File: src/rtl/matmul_operand_loader.sv
// Register/operand-buffer stage between the matmul APB slave and the matmul core.
// Optional A/B buffer readback is enabled by defining MATMUL_LOADER_READBACK_EN.
module matmul_operand_loader #(
  parameter int DATA_WIDTH = 32,
  parameter int BUS_WIDTH  = 64,
  parameter int ADDR_WIDTH = 32,
  parameter int MAX_DIM    = BUS_WIDTH / DATA_WIDTH,
  localparam int ROW_W     = (MAX_DIM > 1) ? $clog2(MAX_DIM) : 1
) (
  input  logic                  clk_i,
  input  logic                  rst_ni,
  input  logic                  wr_en_i,
  input  logic                  rd_en_i,
  input  logic [ADDR_WIDTH-1:0] addr_i,
  input  logic [BUS_WIDTH-1:0]  wdata_i,
  input  logic [MAX_DIM-1:0]    strb_i,
  output logic                  ack_o,
  output logic                  err_o,
  output logic [BUS_WIDTH-1:0]  rdata_o,
  output logic                  op_valid_o,
  input  logic                  op_ready_i,
  output logic                  op_sel_o,
  output logic [ROW_W-1:0]      op_row_o,
  output logic [BUS_WIDTH-1:0]  op_data_o,
  input  logic                  core_done_i,
  output logic                  busy_o,
  output logic [1:0]            dbg_state_o
);

  typedef enum logic [1:0] {
    S_IDLE      = 2'd0,
    S_LOAD_A    = 2'd1,
    S_LOAD_B    = 2'd2,
    S_WAIT_DONE = 2'd3
  } state_e;

  state_e                state_q, state_d;
  logic                  ack_q, ack_d;
  logic                  err_q, err_d;
  logic [BUS_WIDTH-1:0]  rdata_q, rdata_d;
  logic                  op_valid_q, op_valid_d;
  logic                  op_sel_q, op_sel_d;
  logic [ROW_W-1:0]      op_row_q, op_row_d;
  logic [BUS_WIDTH-1:0]  op_data_q, op_data_d;
  logic                  done_q, done_d;
  logic                  err_seen_q, err_seen_d;
  logic [BUS_WIDTH-1:0]  a_q [MAX_DIM];
  logic [BUS_WIDTH-1:0]  a_d [MAX_DIM];
  logic [BUS_WIDTH-1:0]  b_q [MAX_DIM];
  logic [BUS_WIDTH-1:0]  b_d [MAX_DIM];

  logic [3:0]            region;
  logic [3:0]            row_idx;
  logic                  hi_bad;
  logic                  row_bad;
  logic                  busy;
  logic [ROW_W-1:0]      buf_row;
  logic [ROW_W-1:0]      nxt_row;
  logic                  last_row;

  assign region   = addr_i[7:4];
  assign row_idx  = addr_i[3:0];
  assign hi_bad   = |addr_i[ADDR_WIDTH-1:8];
  assign row_bad  = ({1'b0, row_idx} >= 5'(MAX_DIM));
  assign buf_row  = row_idx[ROW_W-1:0];
  assign busy     = (state_q != S_IDLE);
  assign nxt_row  = op_row_q + ROW_W'(1);
  assign last_row = (op_row_q == ROW_W'(MAX_DIM - 1));

  // Core handshake: a row transfers on every rising edge where op_valid_o and
  // op_ready_i are both high; while valid is high and ready is low, sel/row/data hold.
  always_comb begin
    state_d    = state_q;
    ack_d      = 1'b0;
    err_d      = 1'b0;
    rdata_d    = '0;
    op_valid_d = op_valid_q;
    op_sel_d   = op_sel_q;
    op_row_d   = op_row_q;
    op_data_d  = op_data_q;
    done_d     = done_q;
    err_seen_d = err_seen_q;
    a_d        = a_q;
    b_d        = b_q;

    unique case (state_q)
      S_LOAD_A: begin
        if (op_ready_i) begin
          if (last_row) begin
            state_d   = S_LOAD_B;
            op_sel_d  = 1'b1;
            op_row_d  = '0;
            op_data_d = b_q[0];
          end else begin
            op_row_d  = nxt_row;
            op_data_d = a_q[nxt_row];
          end
        end
      end
      S_LOAD_B: begin
        if (op_ready_i) begin
          if (last_row) begin
            state_d    = S_WAIT_DONE;
            op_valid_d = 1'b0;
            op_sel_d   = 1'b0;
            op_row_d   = '0;
            op_data_d  = '0;
          end else begin
            op_row_d  = nxt_row;
            op_data_d = b_q[nxt_row];
          end
        end
      end
      S_WAIT_DONE: begin
        if (core_done_i) begin
          state_d = S_IDLE;
          done_d  = 1'b1;
        end
      end
      default: ;
    endcase

    // Buffer writes, START and CLEAR are all refused while busy, so the
    // buffers cannot change under an active stream.
    if (wr_en_i || rd_en_i) begin
      ack_d = 1'b1;
      if ((wr_en_i && rd_en_i) || hi_bad) begin
        err_d = 1'b1;
      end else begin
        case (region)
          4'h0: begin
            if (wr_en_i) begin
              if (busy || (wdata_i[0] && wdata_i[1])) begin
                err_d = 1'b1;
              end else if (wdata_i[0]) begin
                state_d    = S_LOAD_A;
                op_valid_d = 1'b1;
                op_sel_d   = 1'b0;
                op_row_d   = '0;
                op_data_d  = a_q[0];
                done_d     = 1'b0;
                err_seen_d = 1'b0;
              end else if (wdata_i[1]) begin
                for (int i = 0; i < MAX_DIM; i++) begin
                  a_d[i] = '0;
                  b_d[i] = '0;
                end
              end
            end
          end
          4'h1, 4'h2: begin
            if (row_bad) begin
              err_d = 1'b1;
            end else if (rd_en_i) begin
`ifdef MATMUL_LOADER_READBACK_EN
              rdata_d = (region == 4'h1) ? a_q[buf_row] : b_q[buf_row];
`else
              err_d = 1'b1;
`endif
            end else if (busy) begin
              err_d = 1'b1;
            end else begin
              for (int j = 0; j < MAX_DIM; j++) begin
                if (strb_i[j]) begin
                  if (region == 4'h1) begin
                    a_d[buf_row][j*DATA_WIDTH +: DATA_WIDTH] = wdata_i[j*DATA_WIDTH +: DATA_WIDTH];
                  end else begin
                    b_d[buf_row][j*DATA_WIDTH +: DATA_WIDTH] = wdata_i[j*DATA_WIDTH +: DATA_WIDTH];
                  end
                end
              end
            end
          end
          4'h3: begin
            if (wr_en_i) begin
              err_d = 1'b1;
            end else begin
              rdata_d = BUS_WIDTH'({err_seen_q, done_q, busy});
            end
          end
          default: err_d = 1'b1;
        endcase
      end
      if (err_d) begin
        err_seen_d = 1'b1;
      end
    end
  end

  always_ff @(posedge clk_i) begin
    if (!rst_ni) begin
      state_q    <= S_IDLE;
      ack_q      <= 1'b0;
      err_q      <= 1'b0;
      rdata_q    <= '0;
      op_valid_q <= 1'b0;
      op_sel_q   <= 1'b0;
      op_row_q   <= '0;
      op_data_q  <= '0;
      done_q     <= 1'b0;
      err_seen_q <= 1'b0;
      for (int i = 0; i < MAX_DIM; i++) begin
        a_q[i] <= '0;
        b_q[i] <= '0;
      end
    end else begin
      state_q    <= state_d;
      ack_q      <= ack_d;
      err_q      <= err_d;
      rdata_q    <= rdata_d;
      op_valid_q <= op_valid_d;
      op_sel_q   <= op_sel_d;
      op_row_q   <= op_row_d;
      op_data_q  <= op_data_d;
      done_q     <= done_d;
      err_seen_q <= err_seen_d;
      for (int i = 0; i < MAX_DIM; i++) begin
        a_q[i] <= a_d[i];
        b_q[i] <= b_d[i];
      end
    end
  end

  assign ack_o       = ack_q;
  assign err_o       = err_q;
  assign rdata_o     = rdata_q;
  assign op_valid_o  = op_valid_q;
  assign op_sel_o    = op_sel_q;
  assign op_row_o    = op_row_q;
  assign op_data_o   = op_data_q;
  assign busy_o      = busy;
  assign dbg_state_o = state_q;

endmodule
File: config.mk
export PLATFORM = sky130hd
export DESIGN_NAME = matmul_operand_loader
export DESIGN_NICKNAME = d
export VERILOG_FILES = /design/src/rtl/matmul_operand_loader.sv
export SDC_FILE = /design/constraint.sdc
export NUM_CORES = 1
export LEC_CHECK = 0
export ABC_AREA = 1
export BUFFER_PORTS_ARGS = -buffer_cell sky130_fd_sc_hd__buf_2
export CAP_MARGIN = 20
export CORE_ASPECT_RATIO = 1.5
export CORE_MARGIN = 8
export CORE_UTILIZATION = 45
export CTS_CLUSTER_DIAMETER = 200
export DETAILED_ROUTE_END_ITERATION = 12
export PLACE_DENSITY_LB_ADDON = 0.05
export SYNTH_ARGS = -nofsm -noshare
export SYNTH_HDL_FRONTEND = slang
export SYNTH_SLANG_ARGS = --single-unit
File: constraint.sdc
create_clock -name clk_i -period 1.8 [get_ports clk_i]
set_input_delay 0.09 -clock clk_i [delete_from_list [all_inputs] [get_ports clk_i]]
set_output_delay 0.09 -clock clk_i [all_outputs]
set_load 0.05 [all_outputs]
# Word-level counts from Yosys, hierarchy flattened
# Cells that the tools add are included.
# totals
regBits,393
in_bits,104
out_inout_bits,136
word_cells,183
# classes
n_addsub,1
n_lt_le_gt_ge,4
eq_ne,15
mux,122
bitwise_logic,6
n_reduce_logical,20
# ops
cell,n
2-to-1 mux 128 bit,30
2-to-1 mux 64 bit,17
bitwise mux 128 bit,4
one-hot mux 128 bit (2 select lines),2
demux 64 bit (select 1 bit),2
one-hot mux 64 bit (2 select lines),1
2-to-1 mux 1 bit,51
2-to-1 mux 32 bit,1
OR reduction 24 bit,1
2-to-1 mux 2 bit,11
"!= test 2 bit, second input constant",7
AND reduction 10 bit,1
nonzero test 2 bit,5
"== test 4 x 2 -> 1 bit, second input constant",2
one-hot mux 2 bit (3 select lines),1
AND reduction 6 bit,1
OR reduction 5 bit,1
"== test 2 bit, second input constant",2
"== test 4 x 1 -> 1 bit, second input constant",1
">= comparator 2 bit, second input constant",2
">= comparator 4 x 2 -> 1 bit, second input constant",1
zero test 4 bit,1
"!= test 2 x 1 -> 1 bit, second input constant",2
NOT 1 bit,4
11 further kinds,17

# Logic depth before layout (Yosys ltp)
# Gate-level depths: netlist of run 1.
# depth
depth_word,21
ltp_mapped,13

# Worst setup path before layout of run 1
# OpenSTA, ideal clock, no wires.
# synth_path
path_kind,register -> register
startpoint,register state_q[0] (netlist: dbg_state_o[0])
endpoint,register op_data_q[50] (netlist: op_data_o[50])
setup_time_ns,0.120
arrival_time_ns,2.503
required_ns,1.680
setup_slack_ns,-0.824
path_stages_with_launch,12
n_path_buf,1
path_cell_list,dfxtp_1 inv_1 ha_1 inv_1 a21oi_1 nand3_1 nor2_1 nand2_1 clkbuf_1 clkinv_1 a21oi_1 a21oi_1
# synth_between
elab_cells_between_ends,11
classes_between,2 x eq/ne; 7 x mux; 2 x reduce/logical
# synth_rtl
element,line_no,source
from (decl),37,"state_e state_q, state_d;"
from (signal assigned),207,state_q <= state_d;
nonzero test 2 bit,66,assign busy = (state_q != S_IDLE);
via busy_o,26,"output logic busy_o,"
logical OR 1 bit,133,if (busy || (wdata_i[0] && wdata_i[1])) begin
2-to-1 mux 64 bit,133,
2-to-1 mux 64 bit,132,if (wr_en_i) begin
2-to-1 mux 64 bit,130,case (region)
2-to-1 mux 64 bit,127,if ((wr_en_i && rd_en_i) || hi_bad) begin
2-to-1 mux 64 bit,125,if (wr_en_i || rd_en_i) begin
to (signal assigned),214,op_data_q <= op_data_d;
to (decl),44,"logic [BUS_WIDTH-1:0] op_data_q, op_data_d;"
# The timed path passes the listed nets, and every way through them passes these cells.
# A chain may end at the register's enable or synchronous reset.

# Final worst setup path of run 1
# layout_path
startpoint,register state_q[1] (netlist: dbg_state_o[1])
endpoint,register b_q[101] (netlist bit)
# layout_between
elab_chain_len,4
elab_cells_between_ends,5
classes_between,2 x eq/ne; 3 x reduce/logical
# layout_lines
element,line_no,source
nonzero test 2 bit (*),66,
logical OR 1 bit,133,
!= test 2 bit (no source line),--,
AND reduction 10 bit (no source line) (*),--,
"to (signal, indexed assignment)",219,b_q[i] <= b_d[i];
to (decl),49,logic [BUS_WIDTH-1:0] b_q [MAX_DIM];
# Every way passes the cells marked *; elsewhere a longest branch is shown, timed or not.

==> results_dict.tcl, run 1 <==
set metrics [dict create \
    layout_setup_ws_ps -229 \
    synthFlopType "dfxtp_1" \
    setup.worst_path.end_class "flip-flop" \
    clock_skew_ps 17.6 \
    cts_buffer_depth 3 \
    synth-edff-count 0 \
    grt_max_degree 65 \
    cp_slowest_cell "dfxtp_4" \
    critPathBufInv 5 \
    mostFrequentLayoutCell "nor2_1" \
    regArea_mm2 0.00666 \
    maxSlewViolCount 0 \
    maxSlewHeadroom 0.640 \
    synth_top_area_share 0.399 \
    p_leak_nw 9.23 \
    fill_cells 3503 \
    outcome "complete, but fails checks" \
    p_total_mw 16.7 \
    cp.arrival_ps 2500 \
    cp_max_fo 7 \
    setup-tns-final_ps -40620 \
    cp_cell_sequence "inv_4, ha_4, nand4_1, a21oi_4, buf_6, nand3_4, buf_6, nor2_4, buf_4, clkbuf_16, nor2_1, nor2_1" \
    dieArea_mm2 0.0435 \
    power_density_mw_per_mm2 752 \
    die_width_um 173 \
    cts_tree "yes" \
    drt.antenna.violating_nets 0 \
    vias_per_cell 5.48 \
    final_cell_mix "608 x nor2_1, 465 x nand3_1, 373 x nand2_1" \
    violations "setup timing" \
    hold_ws_ps 62.9 \
    die_h_um 252 \
    grt_pass1_vias 17400 \
    wl_per_cell_um 19.3 \
    first_pass_iters 6 \
    grt_first_pass_wirelength_um 95700 \
    hpwl_um 37100 \
    htreeDepth 2 \
    io_pins 240 \
    finalSetupViolations 326 \
    fin_util 0.606 \
    finalCritPeriodShare 1.13 \
    fmax_ghz 0.493 \
    ys_seq_area_frac 0.399 \
    worst_path_dominant_cell_family "buffers and inverters" \
    dpl.cell_count 3149 \
    start_util 0.455 \
    vdd_drop_max_mv 0.731 \
    stdcell_area_mm2 0.0222 \
    synth-async-reset-ratio 0 \
    antenna_found_initial 2 \
    drc 0 \
    rows 86 \
    synth.cell_area_mm2 0.0166 \
    ys_warn_count 0 \
    grt_use_total 0.269 \
    crit_type "flip-flop to flip-flop" \
    hold_violations 0 \
    placed_area_mm2 0.0189 \
    syn_area_per_cell_um2 6.49 \
    dpl_worst_slack_ps -168 \
    first_iter_violations 1518 \
    final_nets 2932 \
    worstPathRequired_ps 2270 \
    overflow 0 \
    synthDistinctLibCells 29 \
    wl_um 64400 \
    synthCells 2563 \
    numCtsBuffers 37 \
    synth_top_area_cell "dfxtp_1" \
    clk_pin_slew_ps 60 \
    io_buffers 178 \
    area_growth_pct 33.2 \
    start_kind "flip-flop" \
    max_stage_delay_ps 350 \
    core_mm2 0.0366 \
    multi_input_area_mm2 0.00906 \
    worstHoldPathType "primary input to flip-flop" \
    worstMarginPinSlew_ps 540 \
    final.min_clock_period_ps 2030 \
    insertion_delay_ps 550 \
    gp_congestion 0.868 \
    cts_sinks 332 \
    synth-seq-cells 332 \
    stdcell_count 3338 \
    layout-drive-gt1-share 0.191 \
    synthTopCellsByArea "dfxtp_1 40%, nand3_1 15%, nor2_1 14%" \
    rsz0062_at_grt "true" \
    vias 18300 \
    clock-root-buffer "clkbuf_16" \
    cap_violations 0 \
]
## repair_timing
action	in CTS	in global routing
pin swaps	13	16
gates cloned	8	21
endpoints found under the setup margin	326	326
endpoints found under the hold margin	272	0
resized for setup	56	93
hold buffers	68	0
setup buffers	13	9
## worst reg2reg max path: cells and delay by family (launching register included)
| kind | cells | cell delay, ps |
|---|---|---|
| buffers and inverters | 5 | 680 |
| and+or+nand+nor | 5 | 540 |
| DFF | 1 | 350 |
| AOI/OAI and AO/OA | 1 | 250 |
| adders and majority gates | 1 | 150 |
## cells by family after synthesis
| family | count (synthesis) | share of synthesized area |
|---|---|---|
| adders and majority gates | 5 | 0.00376 |
| DFF | 332 | 0.399 |
| and+or+nand+nor | 1542 | 0.391 |
| AOI/OAI and AO/OA | 331 | 0.109 |
| other | 1 | 0.000225 |
| buffers and inverters | 352 | 0.0975 |
## where the power goes
part           internal [mW]  total, mW  switching (mW)  leakage [nW]
clock                   4.68       7.91            3.23         0.629
combinational          0.410       1.41            1.00          5.93
sequential              7.35       7.35         0.00139          2.68
total                   12.4       16.7            4.23          9.23
## Yosys cell counts (2+ instances only)
library cell and instances:
nor2_4 4, buf_1 34, clkbuf_1 128, nor2_1 638, nor3_1 14, o21ai_1 4
clkinv_1 2, dfxtp_1 332, nor2_2 3, a22oi_1 43, a21oi_1 76, nand2_1 382
o22ai_1 16, nand3_1 489, buf_2 43, buf_4 66, ha_1 5, nand4_1 6
nand3_2 4, inv_1 68, a31oi_1 11, inv_2 11, o21ai_0 178
## final timing paths
check / startpoint / end / slack, ps / depth (start not counted)
worst max-delay path: dbg_state_o[1] / b_q[101] / -230 / 12
worst min-delay path: op_ready_i / op_valid_o / 60 / 4
worst min register to register: err_seen_q / rdata_o[2] / 440 / 2
worst max register to register: dbg_state_o[1] / b_q[101] / -230 / 12
## registers in the layout, indices dropped and copies added (netlist names)
register / count
op_data_o: 64
op_row_o: 1
err_seen_q: 1
err_o: 1
dbg_state_o: 2
rdata_o: 3
op_valid_o: 1
ack_o: 1
a_q: 128
done_q: 1
b_q: 128
op_sel_o: 1
## cell type report
type	count	share of cell area
Tap cell	484	0.0273
Clock buffer	56	0.0514
Clock inverter	12	0.00531
Timing Repair Buffer	432	0.192
Inverter	81	0.0148
Multi-Input combinational cell	1939	0.409
Sequential cell	332	0.300
Antenna cell	2	0.000226
## metal layers
metal,vias to the layer above,GRT usage,wire [µm]
met5,-,0,0
met4,0,0.133,2790
met3,148,0.0335,3690
met2,728,0.498,33300
met1,8611,0.300,24600
li1,8812,-,-
(Power assumes the default switching activity.)
==> run 2: changes to the inputs <==
==> constraint.sdc (replaced) <==
create_clock -name clk_i -period 1.7 [get_ports clk_i]
set_input_delay 0.085 -clock clk_i [delete_from_list [all_inputs] [get_ports clk_i]]
set_output_delay 0.085 -clock clk_i [all_outputs]
set_load 0.05 [all_outputs]
==> results_dict.tcl, run 2 (synthesized netlist as in run 1, its figures left out) <==
set metrics [dict create \
    p_leak_nw 9.31 \
    numCtsBuffers 36 \
    rows 86 \
    worst_path_dominant_cell_family "buffers and inverters" \
    cp_cell_sequence "inv_4, ha_4, clkinvlp_4, buf_4, a21oi_4, nand3_2, nor2_4, nand2_8, buf_8, buf_16, o21ai_1, a31oi_1" \
    grt_pass1_vias 17600 \
    setup-tns-final_ps -88830 \
    outcome "complete, but fails checks" \
    crit_type "flip-flop to flip-flop" \
    dieArea_mm2 0.0435 \
    critPathBufInv 5 \
    reg2reg_setup_slack_ps -370 \
    area_growth_pct 34.2 \
    drc 0 \
    cp_slowest_cell "dfxtp_4" \
    mostFrequentLayoutCell "nor2_1" \
    p_comb_frac 0.087 \
    htreeDepth 2 \
    p_sw_mw 4.46 \
    p_total_mw 17.2 \
    final_cell_mix "592 x nor2_1, 484 x nand3_1, 356 x nand2_1" \
    die_h_um 252 \
    violations "setup timing" \
    max_stage_delay_ps 350 \
    cp.arrival_ps 2480 \
    fill_cells 3430 \
    r2r_cells 12 \
    maxSlewViolCount 0 \
    antenna_found_initial 1 \
    clockPowerShare 0.461 \
    dpl_worst_slack_ps -278 \
    io_buffers 178 \
    hold_violations 0 \
    stdcell_area_mm2 0.0223 \
    whs_path_depth 6 \
    wl_um 65000 \
    first_iter_violations 1477 \
    setup.worst_path.end_class "flip-flop" \
    worstPathRequired_ps 2110 \
    vdd_drop_max_mv 1.03 \
    holdPathEnd "op_sel_o" \
    layout_setup_ws_ps -370 \
    die_width_um 173 \
    vias 18400 \
    fin_util 0.611 \
    cts_buffer_depth 3 \
    gp_congestion 0.871 \
    overflow 0 \
    start_util 0.455 \
    grt_use_total 0.269 \
    core_mm2 0.0366 \
    wl_per_cell_um 19.5 \
    io_pins 240 \
    power_density_mw_per_mm2 770 \
    first_pass_iters 6 \
    grt_first_pass_wirelength_um 95600 \
    cts_sinks 332 \
    timing.rr.end "op_data_o[35]" \
    vias_per_cell 5.52 \
    grt_max_degree 84 \
    final.min_clock_period_ps 2070 \
    fmax_ghz 0.483 \
    worstHoldPathType "primary input to flip-flop" \
    layout-drive-gt1-share 0.200 \
    power.internal_mw 12.7 \
    cap_violations 0 \
    insertion_delay_ps 540 \
    cts_tree "yes" \
    start_kind "flip-flop" \
    finalSetupViolations 327 \
    cp_max_fo 8 \
    r2r-start "dbg_state_o[0]" \
    switching_share 0.259 \
    finalCritPeriodShare 1.22 \
    hpwl_um 36200 \
    clock-root-buffer "clkbuf_16" \
    drt.antenna.violating_nets 0 \
    clock_skew_ps 19.7 \
    clk_pin_slew_ps 60 \
    rsz0062_at_grt "true" \
    placed_area_mm2 0.0188 \
    power_frac_seq 0.452 \
    min_from "op_ready_i" \
    final_nets 2932 \
]
==> run 2: changes by cell type in the layout (fill, tap and decap cells not counted), sizes merged <==
cell	previous run	this run
diode	2	1
buf	346	345
clkinvlp	1	2
bufbuf	0	2
dlygate4sd3	68	67
clkinv	9	15
nand2	382	383
inv	81	82
clkbuf	74	64
==> run 2: worst max-delay path by stage <==
stage | cells past startpoint | to | from
finish | 12 | op_data_o[35] | dbg_state_o[0]
global route | 12 | op_data_o[59] | dbg_state_o[0]
CTS | 14 | a_q[3] | dbg_state_o[1]
detailed placement | 13 | b_q[3] | dbg_state_o[1]
global placement | 11 | op_data_o[40] | dbg_state_o[1]
floorplan | 12 | b_q[41] | dbg_state_o[1]
==> run 2: what timing repair did <==
item / in CTS / in global routing
setup buffers: 12 / 9
endpoints found under the hold margin: 256 / 0
pin swaps: 12 / 47
resized for setup: 60 / 156
cloned: 10 / 24
hold buffers: 67 / 0
setup endpoints to repair: 327 / 329
==> run 2: through the flow <==
stage               hold WS [ps]  std cells
floorplan                    237       2623
global placement             347       3147
detailed placement           364       3147
CTS                         20.5       3302
global route                64.9       3336
finish                      34.3       3336
==> run 2: worst register-to-register path, cell delays in order, from the launching register on <==
cell	delay (ps)
dfxtp_4	350
inv_4	60
ha_4	150
clkinvlp_4	80
buf_4	140
a21oi_4	120
nand3_2	110
nor2_4	240
nand2_8	170
buf_8	190
buf_16	160
o21ai_1	120
a31oi_1	50
==> run 2: power groups by stage <==
stage               Combinational (mW)  Sequential (mW)  Clock, mW
finish                            1.49             7.78       7.94
global route                      1.58             7.78       8.36
CTS                               1.45             7.78       8.07
detailed placement                1.31             7.95          0
global placement                  1.31             7.95          0
floorplan                        0.899             7.97          0
==> run 2: layer usage <==
metal / routed length, µm / GRT usage / share of wire
met2: 33700 / 0.494 / 0.52
met5: 0 / 0 / 0
met3: 3960 / 0.0403 / 0.061
met4: 3330 / 0.143 / 0.051
met1: 23900 / 0.294 / 0.37
==> run 2: final cells by class <==
type	instances	area (µm²)	share of cell area
tap	484	606	0.0271
inverter	81	333	0.0149
sequential	332	6660	0.298
antenna	1	2.50	0.000112
clock inverter	20	164	0.00734
timing repair buffer	432	4400	0.197
multi-input combinational	1940	9170	0.410
clock buffer	46	1010	0.0452
